<file path="config.mk">
export PLATFORM = sky130hd
export DESIGN_NAME = keypad_scan
export DESIGN_NICKNAME = d
export VERILOG_FILES = /design/src/rtl/keypad_scan.sv
export SDC_FILE = /design/constraint.sdc
export NUM_CORES = 1
export LEC_CHECK = 0
export ABC_AREA = 1
export CORE_AREA = 4 4 73 75
export CTS_CLUSTER_SIZE = 25
export DETAILED_ROUTE_END_ITERATION = 7
export DIE_AREA = 0 0 77 79
export PLACE_DENSITY = 0.84
export SYNTH_ARGS = -nofsm -noshare
export SYNTH_HDL_FRONTEND = slang
export SYNTH_SLANG_ARGS = --single-unit
</file>
<file path="constraint.sdc">
create_clock -name clk -period 1.9 [get_ports clk]
set_clock_uncertainty 0.15 [all_clocks]
set_input_delay 0.38 -clock clk [delete_from_list [all_inputs] [get_ports clk]]
set_output_delay 0.38 -clock clk [all_outputs]
set_load 0.005 [all_outputs]
</file>
<file path="src/rtl/keypad_scan.sv">
// 4x4 matrix keypad scanner with debounce and a four-digit key history.
// Define KEYPAD_HEXMAP_EN to map row/column codes onto the printed keypad legend.
module keypad_scan #(
    parameter int SCAN_DIV       = 16,
    parameter int DEBOUNCE_SCANS = 4
) (
    input  logic        clk,
    input  logic        rst_n,
    input  logic [3:0]  col,
    input  logic        clr,
    output logic [3:0]  row,
    output logic [3:0]  key_code,
    output logic        key_valid,
    output logic [15:0] digits
);

    typedef enum logic [1:0] {
        SCAN     = 2'd0,
        DEBOUNCE = 2'd1,
        HELD     = 2'd2,
        RELEASE  = 2'd3
    } state_t;

    localparam logic [3:0] CNT_LAST = 4'(DEBOUNCE_SCANS - 1);

    logic [3:0]          col_meta;
    logic [3:0]          col_sync;
    logic [SCAN_DIV-1:0] div;
    logic                tick;

    state_t     state, state_next;
    logic [1:0] ridx, ridx_next;
    logic [1:0] cidx, cidx_next;
    logic [3:0] cnt, cnt_next;
    logic       accept;
    logic       any_low;
    logic       key_high;
    logic [1:0] low_idx;
    logic [3:0] code;

    // NOTE: sequential state uses non-blocking assignments so every flop samples pre-edge values.
    always_ff @(posedge clk) begin
        if (!rst_n) begin
            col_meta <= 4'hF;
            col_sync <= 4'hF;
            div      <= '0;
        end else begin
            col_meta <= col;
            col_sync <= col_meta;
            div      <= div + 1'b1;
        end
    end

    assign tick     = &div;
    assign any_low  = ~&col_sync;
    assign key_high = col_sync[cidx];

    always_comb begin
        low_idx = 2'd0;
        if (!col_sync[0])      low_idx = 2'd0;
        else if (!col_sync[1]) low_idx = 2'd1;
        else if (!col_sync[2]) low_idx = 2'd2;
        else if (!col_sync[3]) low_idx = 2'd3;
    end

    // State register
    always_ff @(posedge clk) begin
        if (!rst_n) begin
            state <= SCAN;
            ridx  <= 2'd0;
            cidx  <= 2'd0;
            cnt   <= 4'd0;
        end else begin
            state <= state_next;
            ridx  <= ridx_next;
            cidx  <= cidx_next;
            cnt   <= cnt_next;
        end
    end

    // NOTE: every combinational output gets a default first, so no path can infer a latch.
    always_comb begin
        state_next = state;
        ridx_next  = ridx;
        cidx_next  = cidx;
        cnt_next   = cnt;
        accept     = 1'b0;
        if (tick) begin
            unique case (state)
                SCAN: begin
                    if (any_low) begin
                        cidx_next  = low_idx;
                        cnt_next   = 4'd1;
                        state_next = DEBOUNCE;
                    end else begin
                        ridx_next = ridx + 2'd1;
                    end
                end
                DEBOUNCE: begin
                    if (!key_high) begin
                        if (cnt == CNT_LAST) begin
                            accept     = 1'b1;
                            state_next = HELD;
                        end else begin
                            cnt_next = cnt + 4'd1;
                        end
                    end else begin
                        state_next = SCAN;
                        ridx_next  = ridx + 2'd1;
                    end
                end
                HELD: begin
                    if (key_high) begin
                        cnt_next   = 4'd1;
                        state_next = RELEASE;
                    end
                end
                RELEASE: begin
                    if (key_high) begin
                        if (cnt == CNT_LAST) begin
                            state_next = SCAN;
                            ridx_next  = ridx + 2'd1;
                        end else begin
                            cnt_next = cnt + 4'd1;
                        end
                    end else begin
                        state_next = HELD;
                    end
                end
            endcase
        end
    end

    always_comb begin
        row = ~(4'b0001 << ridx);
`ifdef KEYPAD_HEXMAP_EN
        unique case ({ridx, cidx})
            4'h0: code = 4'h1;
            4'h1: code = 4'h2;
            4'h2: code = 4'h3;
            4'h3: code = 4'hA;
            4'h4: code = 4'h4;
            4'h5: code = 4'h5;
            4'h6: code = 4'h6;
            4'h7: code = 4'hB;
            4'h8: code = 4'h7;
            4'h9: code = 4'h8;
            4'hA: code = 4'h9;
            4'hB: code = 4'hC;
            4'hC: code = 4'hE;
            4'hD: code = 4'h0;
            4'hE: code = 4'hF;
            4'hF: code = 4'hD;
        endcase
`else
        code = {ridx, cidx};
`endif
    end

    // A clear that lands on an accept keeps only the new key.
    always_ff @(posedge clk) begin
        if (!rst_n) begin
            key_code  <= 4'd0;
            key_valid <= 1'b0;
            digits    <= 16'd0;
        end else begin
            key_valid <= accept;
            if (accept) key_code <= code;
            if (clr)
                digits <= accept ? {12'h000, code} : 16'd0;
            else if (accept)
                digits <= {digits[11:0], code};
        end
    end

endmodule

</file>
# Word level (Yosys, flattened, before mapping)
# Index checks and enable logic that the tools add are counted.
# classes
n_addsub,3
order_cmp,1
n_eq_ne,13
shifts,1
n_mux,31
n_bitwise,2
reduce_logical,9
# ops
cell,n
AND reduction 20 bit,2
2-to-1 mux 16 bit,2
2-to-1 mux 2 bit,14
2-to-1 mux 4 bit,6
AND reduction 21 bit,1
AND reduction 18 bit,1
"adder 16 x 1 -> 16 bit, second input constant",1
case mux 4 bit (4 select lines),1
AND reduction 16 bit,1
"inequality test 2 bit, second input constant",7
case mux 2 bit (4 select lines),1
"inequality test 3 bit, second input constant",2
case mux 2 bit (3 select lines),1
2-to-1 mux 1 bit,5
"adder 4 x 1 -> 4 bit, second input constant",1
"== test 2 bit, second input constant",2
"== test 4 x 2 -> 1 bit, second input constant",1
NOT 4 bit,1
AND reduction 4 bit,1
"left shift 1 x 2 -> 4 bit, first input constant",1
"< comparator 2 x 3 -> 1 bit, second input constant",1
nonzero test 3 bit,1
"adder 2 x 1 -> 2 bit, second input constant",1
binary-select mux 1 bit (select 2 bit),1
4 further kinds,4
# word_totals
register_bits,55
in_bits,7
output_inout_bits,25
elab_cells,70

# Logic depth before layout (Yosys ltp)
# Gate-level depths: netlist of the first run.
# depth
depth_word,7
ltp_mapped,10
ltp_nobuf,10

# Least setup slack after synthesis of the first run
# Ideal clock, no wire load.
# synth_timing
kind,flip-flop to flip-flop
from,register div[0]
to,register digits[11]
t_arrival_ns,1.344
slack_ns,0.290
stages_incl_launch_ff,10
path_buffers,1
period_less_slack_ns,1.610
cell_sequence,dfxtp_1 > ha_1 > nand2_1 > nor2_2 > nand4_2 > nor2_1 > nand3_2 > buf_6 > nor2_1 > nor2_1
# synth_via
elab_chain_len,3
# synth_rtl
item,line_no,source
from (decl),28,logic [SCAN_DIV-1:0] div;
from (signal assigned),50,div <= div + 1'b1;
AND reduction 16 bit,54,assign tick = &div;
2-to-1 mux 1 bit,88,if (tick) begin
nonzero test 2 bit (no source line),--,
to (signal assigned),170,"digits <= accept ? {12'h000, code} : 16'd0;"
to (signal assigned),172,"digits <= {digits[11:0], code};"
to (decl),14,output logic [15:0] digits
# No other way between the ends.
# A chain may end at the register's enable or synchronous reset.

# Final worst setup path of the first run
# layout_timing
from,register div[0]
to,register digits[9]
# The elaborated chain is that of the path after synthesis.

==> metrics.md, run 1 <==
| Metric | Value |
|---|---|
| Status | complete, no violations |
| Final setup viols | 0 |
| Synth Instances | 320 |
| Final core occ | 63.60% |
| Minimum clock period | 1.776 ns |
| Pwr/cell area | 637.1 nW/µm² |
| Lkg Pwr | 1.157 nW |
| Die width | 77 µm |
| Worst Hold Class | register to register |
| GRT Total Usage | 17.41% |
| Clock sinks | 55 |
| Initial antenna violation count | 0 |
| Commonest cells in the netlist | 66 x nand2_1, 55 x dfxtp_1, 44 x nor2_1 |
| Setup TNS | 0 ns |
| Yosys top cell area share | 45.34% |
| Critical Path AT | 1.83 ns |
| DRC Markers | 0 |
| Slew Limit Fails | 0 |
| Final non-filler cell total | 417 |
| Initial DRC count | 99 |
| Fmax | 0.5631 GHz |
| CTS root buf | clkbuf_8 |
| Final Hold Viols | 0 |
| Least-Margin Pin Slew | 0.3618 ns |
| Fin nets | 376 |
| Most frequent cell after synthesis | nand2_1 |
| Routability cong. | 0.7932 |
| Clk Latency, worst-skew pair | 0.30 ns |
| Critical path capture point type | register |
| Largest net degree at the start of global routing | 19 |
| DRT antenna net count | 0 |
| DRT Wirelength | 4.756 mm |
| CTS max path bufs | 2 |
| Antenna cells | 0 |
| Via Count | 2104 |
| Post-synth EDFFs | 0 |
| TritonCTS Buffers | 5 |
| # H-tree levels | 2 |
| Synthesized area | 2429 µm² |
| Total power | 0.001888 W |
| Share of layout cells above drive strength 1 | 15.15% |
| Initial Util | 52.11% |
| Slew HR | 75.72% |
| Fill count | 408 |
| Required time worst endpoint | 1.95 ns |
| CTS tree | built |
| Distinct cells, synth | 30 |
| Maximum capacitance violations | 0 |
| Critical Path Source Type | register |
| Register area share after synthesis | 45.34% |
| Core ar. | 4661 µm² |
| Worst VDD drop | 364.0 µV |
| YS warnings | 0 |
| Async set or reset register ratio after synthesis | 0% |
| Yosys reg bits | 55 |
| Largest cells by area after synthesis | dfxtp_1 45%, nand2_1 10%, nor2_1 6.8% |
| Congestion Overflow GR | 0 |
| Area delta synth->final | 22.05% |
| PortBufs | 31 |
| First drt pass iteration count | 4 |
| First-pass GRT wire length | 8.583 mm |
| CP Max Fanout | 15 |
| Drt wl/cell | 11.41 µm |
| Syn Area/Cell | 7.589 µm² |
| FP Rows | 25 |
| Hpwl dp | 3.597 mm |
| Top_reg_cell synth | dfxtp_1 |
| Vias per cell | 5.046 |
| Synthesized net count | 333 |
| Final Cycle Share | 93.46% |
| Clock slew at reported path FFs | 0.09 ns |
| # IOs | 32 |
| Setup WS pre-CTS | 0.02991 ns |
| DP Cell Count | 406 |
| Hold_buf cts | 0 |
| Cell taking the most area after synthesis | dfxtp_1 |
| Vias in the first global route | 2021 |
| Multi-input logic area | 1172 µm² |
| Final setup margin | 0.1242 ns |
| FF/Latch Area | 1105 µm² |
| Worst Setup Path Type | register to register |
| Die area | 6083 µm² |
| Die Height | 79 µm |
path summary, 6_finish.rpt:
path	from	endpoint	slack, ns	cells after the start
worst max-delay path	div[0]	digits[9]	0.12	8
worst min-delay path	col_meta[2]	col_sync[2]	0.27	1
worst max register to register	div[0]	digits[9]	0.12	8
worst min register to register	col_meta[2]	col_sync[2]	0.27	1
logic make-up (layout without fill, tap and decap cells):
group / Yosys count / in the layout / synth area share (%)
adder cells (fa/ha/maj): 6 / 6 / 3.091
AND/OR/NAND/NOR: 165 / 165 / 33.13
AO/OA/AOI/OAI: 52 / 52 / 11.28
XOR/XNOR: 1 / 1 / 0.3607
buffers and inverters: 41 / 84 / 6.801
flip-flops: 55 / 55 / 45.34
timing repair:
item	4_1_cts	5_1_grt
resized for setup	6	4
endpoints found under the setup margin	4	18
setup buffers	2	2
pin swaps	0	5
power by group:
| group | switching [W] | total [W] | internal (W) |
|---|---|---|---|
| Clock | 0.000348 | 0.000634 | 0.000287 |
| Combinational | 0.0000454 | 0.0000821 | 0.0000367 |
| Sequential | 0.00000709 | 0.00117 | 0.00117 |
cell usage in the layout (no fill, tap or decap), types with 5 or more instances in the layout:
| cell | n |
|---|---|
| nand2_1 | 66 |
| dfxtp_1 | 52 |
| nor2_1 | 43 |
| inv_1 | 32 |
| clkdlybuf4s50_1 | 27 |
| a21oi_1 | 26 |
| o21ai_0 | 17 |
| nand3_1 | 15 |
| buf_4 | 10 |
| or2_2 | 9 |
| nor2_2 | 8 |
| ha_1 | 6 |
| clkbuf_8 | 6 |
| nor2_4 | 5 |
| nand4_1 | 5 |
flip-flops by register name (all words and copies together) (netlist names), named ones only:
signal,flops
col_sync,4
cnt,4
state,1
cidx,2
digits,16
ridx,2
div,16
col_meta,4
key_code,4
key_valid,1
cell type report:
class | count | share of cell area, %
multi-input combinational | 224 | 39.55
sequential | 55 | 37.27
timing repair buffer | 42 | 13.51
inverter | 35 | 4.432
clock buffer | 6 | 2.786
tap | 54 | 2.279
clock inverter | 1 | 0.1688
through the flow:
step	hold WS (ns)	area [µm²]
after global routing	0.2791	2964
after detailed placement	0.2484	2825
after global placement	0.2462	2825
final	0.2673	2964
after CTS	0.2692	2925
after floorplan	0.2425	2429
metal layers:
metal  global-route usage (%)  share of wire (%)  vias to the layer above
li1                         -                  -                     1107
met1                    19.35                 43                      951
met2                    32.32                 51                       39
met3                    4.195                4.2                        7
met4                    6.228                1.4                        0
met5                        0                  0                        -
critical path, cell delays in order (launching register included):
cell,delay (ns)
dfxtp_2,0.35
ha_1,0.16
nand2_1,0.08
nor2_2,0.16
nand4_2,0.12
nor2_1,0.19
nand3_4,0.20
o21ai_0,0.21
nor2_1,0.05
Note: power is estimated with default switching activity, not from simulation.
==> inputs of run 2 (changes only) <==
--- a/config.mk
+++ b/config.mk
@@ -11,6 +11,7 @@
 export DETAILED_ROUTE_END_ITERATION = 7
 export DIE_AREA = 0 0 77 79
 export PLACE_DENSITY = 0.84
+export REMOVE_ABC_BUFFERS = 1
 export SYNTH_ARGS = -nofsm -noshare
 export SYNTH_HDL_FRONTEND = slang
 export SYNTH_SLANG_ARGS = --single-unit
==> run 2 against run 1 <==
  * Die area stayed put
  * Hold slack better by 0.0028 ns
  * Combinational power is 5.5% higher
  * Global-route usage is 1.2 points lower
  * Sequential power hardly changed
  * Via count is 3.3% higher
  * Critical path depth is 3 lower
  * Setup slack worse by 0.027 ns
  * Clock power is 23% higher
  * Non-clock buffer count is 3 lower
  * Routed wire length is 3.0% higher
==> metrics.md, run 2 (synthesis gave the netlist of run 1 again) <==
| Metric | Value |
|---|---|
| Final setup margin | 0.09713 ns |
| Setup WS pre-CTS | 0.06013 ns |
| Via Count | 2174 |
| Hold_buf cts | 0 |
| Max layer used | met4 |
| Initial antenna violation count | 0 |
| DRT antenna net count | 0 |
| Reg2Reg Launch Point | div[0] |
| Die Height | 79 µm |
| FP Rows | 25 |
| Initial Util | 52.11% |
| Worst VDD drop | 414.6 µV |
| Setup TNS | 0 ns |
| Die width | 77 µm |
| Clock sinks | 55 |
| Worst Setup Path Type | register to primary output |
| WHS Path Cells | 1 |
| RSZ-0062 raised after global routing | no |
| Pwr/cell area | 676.3 nW/µm² |
| Initial DRC count | 111 |
| Most frequent cells in the layout | 66 x nand2_1, 51 x dfxtp_1, 41 x nor2_1 |
| First drt pass iteration count | 4 |
| Slew Limit Fails | 0 |
| Maximum capacitance violations | 0 |
| Required time worst endpoint | 1.37 ns |
| TritonCTS Buffers | 5 |
| Slew HR | 74.64% |
| Metal-1 WL | 2.156 mm |
| Routability cong. | 0.7541 |
| Met3 wire length | 248 µm |
| Fill count | 397 |
| DR WL met2 | 2.434 mm |
| Die area | 6083 µm² |
| Sequential fraction of design power | 57.6% |
| Worst hold start | col_meta[2] |
| CTS max path bufs | 2 |
| Final Cycle Share | 94.89% |
| Minimum clock period | 1.803 ns |
| Critical path capture point type | primary output |
| Min-Delay Endpoint | col_sync[2] |
| CTS tree | built |
| Cells on worst reg2reg path | 9 |
| CTS root buf | clkbuf_8 |
| Top flop regs | digits (16), div (16) |
| Largest net degree at the start of global routing | 19 |
| Fin nets | 374 |
| DRT Wirelength | 4.900 mm |
| Core ar. | 4661 µm² |
| Most common cell after layout, fill and taps aside | nand2_1 |
| Final setup viols | 0 |
| Clk Latency, worst-skew pair | 0.31 ns |
| Clock share of power | 38.2% |
| Design area | 3012 µm² |
| Critical Path AT | 1.27 ns |
| Clock slew at reported path FFs | 0.10 ns |
| Least-Margin Pin Slew | 0.3800 ns |
| Share of layout cells above drive strength 1 | 16.30% |
| NetSw | 0.0004351 W |
| Area delta synth->final | 24.01% |
| Critical Path Source Type | register |
| Vias in the first global route | 1937 |
| Status | complete, no violations |
| Congestion Overflow GR | 0 |
| GRT Total Usage | 16.20% |
| Switch share | 21.37% |
| Drt wl/cell | 11.78 µm |
| PortBufs | 31 |
| First-pass GRT wire length | 8.148 mm |
| Worst Hold Class | register to register |
| Flop2flop setup slack | 0.1 ns |
| # H-tree levels | 2 |
| DRC Markers | 0 |
| Combinational power share | 4.3% |
| Vias per cell | 5.226 |
| Final Hold Viols | 0 |
| # IOs | 32 |
| CP Max Fanout | 4 |
| Antenna cells | 0 |
| Hpwl dp | 3.477 mm |
| Total power | 0.002037 W |
| Placed Area | 2830 µm² |
| Lkg Pwr | 1.156 nW |
| Critical R2R Capture | key_code[0] |
| P_int | 0.001602 W |
| Fmax | 0.5547 GHz |
-- run 2: how the worst max path moves through the flow --
stage | startpoint | to | slack [ns]
final | ridx[0] | row[0] | 0.1
after global routing | cnt[0] | ridx[0] | 0.004
after CTS | ridx[1] | row[3] | 0.002
after detailed placement | div[0] | digits[12] | 0.06
after global placement | div[0] | digits[14] | 0.14
after floorplan | div[0] | digits[10] | 0.22
-- run 2: power groups by stage --
stage	Sequential (W)	Clock [W]	Combinational (W)
2_1_floorplan	0.00120	0	0.0000470
3_3_place_gp	0.00120	0	0.0000829
3_5_place_dp	0.00120	0	0.0000849
4_1_cts	0.00117	0.000795	0.0000856
5_1_grt	0.00118	0.000844	0.0000966
6_report	0.00117	0.000777	0.0000866
-- run 2: cell type report --
class                      count  area [µm²]  area share [%]
sequential                    55        1106           36.73
multi-input combinational    225        1197           39.76
timing repair buffer          39       394.1           13.09
tap                           54       67.56           2.243
clock inverter                 3       46.29           1.537
inverter                      35       131.4           4.362
clock buffer                   5       68.82           2.285
-- run 2: timing repair --
action,in CTS,in global routing
endpoints found under the setup margin,4,22
pin swaps,0,4
resized for setup,6,9
buffers inserted,1,1
cloned,0,1
-- run 2: per-layer routing --
metal  GRT usage (%)  vias to the layer above
met3           3.401                        7
met1           19.30                      996
met4           5.694                        0
met2           28.92                       62
li1                -                     1109
met5               0                        -
-- run 2: metrics by stage --
stage	cells	util (%)	hold WS (ns)
2_1_floorplan	314	-	0.2425
3_3_place_gp	405	60.72	0.2432
3_5_place_dp	405	60.72	0.2483
4_1_cts	414	63.33	0.2716
5_1_grt	416	64.62	0.2835
6_report	416	64.62	0.2701
-- run 2: critical path: stages, from the launching register on --
cell and delay [ns]:
dfxtp_2 0.34, buf_4 0.14, inv_2 0.07, ha_1 0.14, inv_1 0.03, dlygate4sd2_1 0.25
==> edit, RTL diff (settings of run 1) <==
Add a define of `KEYPAD_HEXMAP_EN`.
--- a/src/rtl/keypad_scan.sv
+++ b/src/rtl/keypad_scan.sv
@@ -1,5 +1,7 @@
 // 4x4 matrix keypad scanner with debounce and a four-digit key history.
 // Define KEYPAD_HEXMAP_EN to map row/column codes onto the printed keypad legend.
+`define KEYPAD_HEXMAP_EN
+
 module keypad_scan #(
     parameter int SCAN_DIV       = 16,
     parameter int DEBOUNCE_SCANS = 4
Function: no difference found for any inputs over 10 cycles, from zero or initial values and one cycle with rst_n low; that may be too few to reach the edited logic, so the function may still have changed.
==> edit against run 1 <==
  * Clock power increased by 3%
  * Die area unchanged
  * Critical endpoint is now row[0]
  * Setup slack got worse by 0.058 ns
  * Cell count increased by 7.0%
  * Count of clock-buffer cells in the layout unchanged
  * Wire length increased by 14%
  * Via count increased by 11%
  * Area after synthesis increased by 5.3%
  * Design area increased by 6.5%
  * Sequential cell count unchanged
  * Register-to-register slack got worse by 0.02 ns
  * Total power increased by 0.90%
  * Largest power group unchanged
==> edit: results (changes against run 1) <==
<table>
<tr><th>Metric</th><th>Value</th></tr>
<tr><th colspan="2">Final layout</th></tr>
<tr><td>Signal buffers share of area</td><td>14.43% (was 13.51%)</td></tr>
<tr><td>Number of non-clock buffers</td><td>51 (was 42)</td></tr>
<tr><td>Number of multi-input logic gates</td><td>241 (was 224)</td></tr>
<tr><td>Area used by multi-input combinational logic</td><td>1286 sq um (was 1172 sq um)</td></tr>
<tr><td>Nets@finish</td><td>409 (was 376)</td></tr>
<tr><td>Ratio of cells with drive above 1 in the final layout</td><td>18.37% (was 15.15%)</td></tr>
<tr><th colspan="2">Power</th></tr>
<tr><td>Leakage power summed over all cells</td><td>1.289 nW (was 1.157 nW)</td></tr>
<tr><td>Worst supply voltage drop on vdd</td><td>0.4924 mV (was 0.3640 mV)</td></tr>
<tr><td>Internal Power</td><td>1.467 mW (was 1.488 mW)</td></tr>
<tr><th colspan="2">STA</th></tr>
<tr><td>Worst hold slack</td><td>0.2720 ns (was 0.2673 ns)</td></tr>
<tr><td>Slew at the pin closest to its max-slew limit</td><td>0.3135 ns (was 0.3618 ns)</td></tr>
<tr><th colspan="2">Place</th></tr>
<tr><td>Placed cell area</td><td>2950 sq um (was 2825 sq um)</td></tr>
<tr><td>Final weighted congestion in routability-driven placement</td><td>0.8074 (was 0.7932)</td></tr>
<tr><td>Pre-CTS setup slack</td><td>0.06317 ns (was 0.02991 ns)</td></tr>
<tr><td>Cell count after placement</td><td>426 (was 406)</td></tr>
<tr><th colspan="2">Global routing</th></tr>
<tr><td>Largest net degree at the start of global routing</td><td>22 (was 19)</td></tr>
<tr><td>Global-route wire length before repair</td><td>9080 um (was 8583 um)</td></tr>
<tr><td>Overall global routing resource usage</td><td>18.34% (was 17.41%)</td></tr>
<tr><th colspan="2">Logic synthesis</th></tr>
<tr><td>Adder-cell share of the synthesized area</td><td>5.384% (was 3.091%)</td></tr>
<tr><td>Number of different library cells in the post-synthesis netlist</td><td>31 (was 30)</td></tr>
<tr><th colspan="2">Worst setup path</th></tr>
<tr><td>Worst setup path endpoint</td><td>row[0] (was digits[9]$_SDFFE_PN0P_)</td></tr>
<tr><td>Worst reg-to-reg path cell count</td><td>9 (was 8)</td></tr>
<tr><td>Worst r2r dst</td><td>digits[6]$_SDFFE_PN0P_ (was digits[9]$_SDFFE_PN0P_)</td></tr>
<tr><th colspan="2">Route</th></tr>
<tr><td>Total wirelength of the detailed-routed design</td><td>5431 um (was 4756 um)</td></tr>
<tr><th colspan="2">Outcome</th></tr>
<tr><td>Run status</td><td>complete, no violations (unchanged)</td></tr>
</table>
[edit: cell types whose count changed after synthesis, moves of 3 or more]
cell	before	now
sky130_fd_sc_hd__nor2_1	44	58
sky130_fd_sc_hd__nand2_1	66	58
sky130_fd_sc_hd__ha_1	6	11
sky130_fd_sc_hd__nor2_2	7	2
sky130_fd_sc_hd__nand3_1	15	19
sky130_fd_sc_hd__nand2_2	1	4
sky130_fd_sc_hd__o21ai_0	18	21
[edit: routing by layer]
layer	routed length [um]	track usage (%)	share of wire, %	vias up
li1	-	-	-	1201
met1	2403	22.24	44	1058
met2	2637	31.79	49	70
met3	292	3.741	5.4	8
met4	98	7.651	1.8	0
met5	0	0	0	-
[edit: what timing repair did]
| action | CTS | global route |
|---|---|---|
| endpoints found under the setup margin | 4 | 20 |
| cloned | 0 | 2 |
| setup buffers | 3 | 7 |
| gates resized for setup | 9 | 10 |
| pin swaps | 0 | 2 |
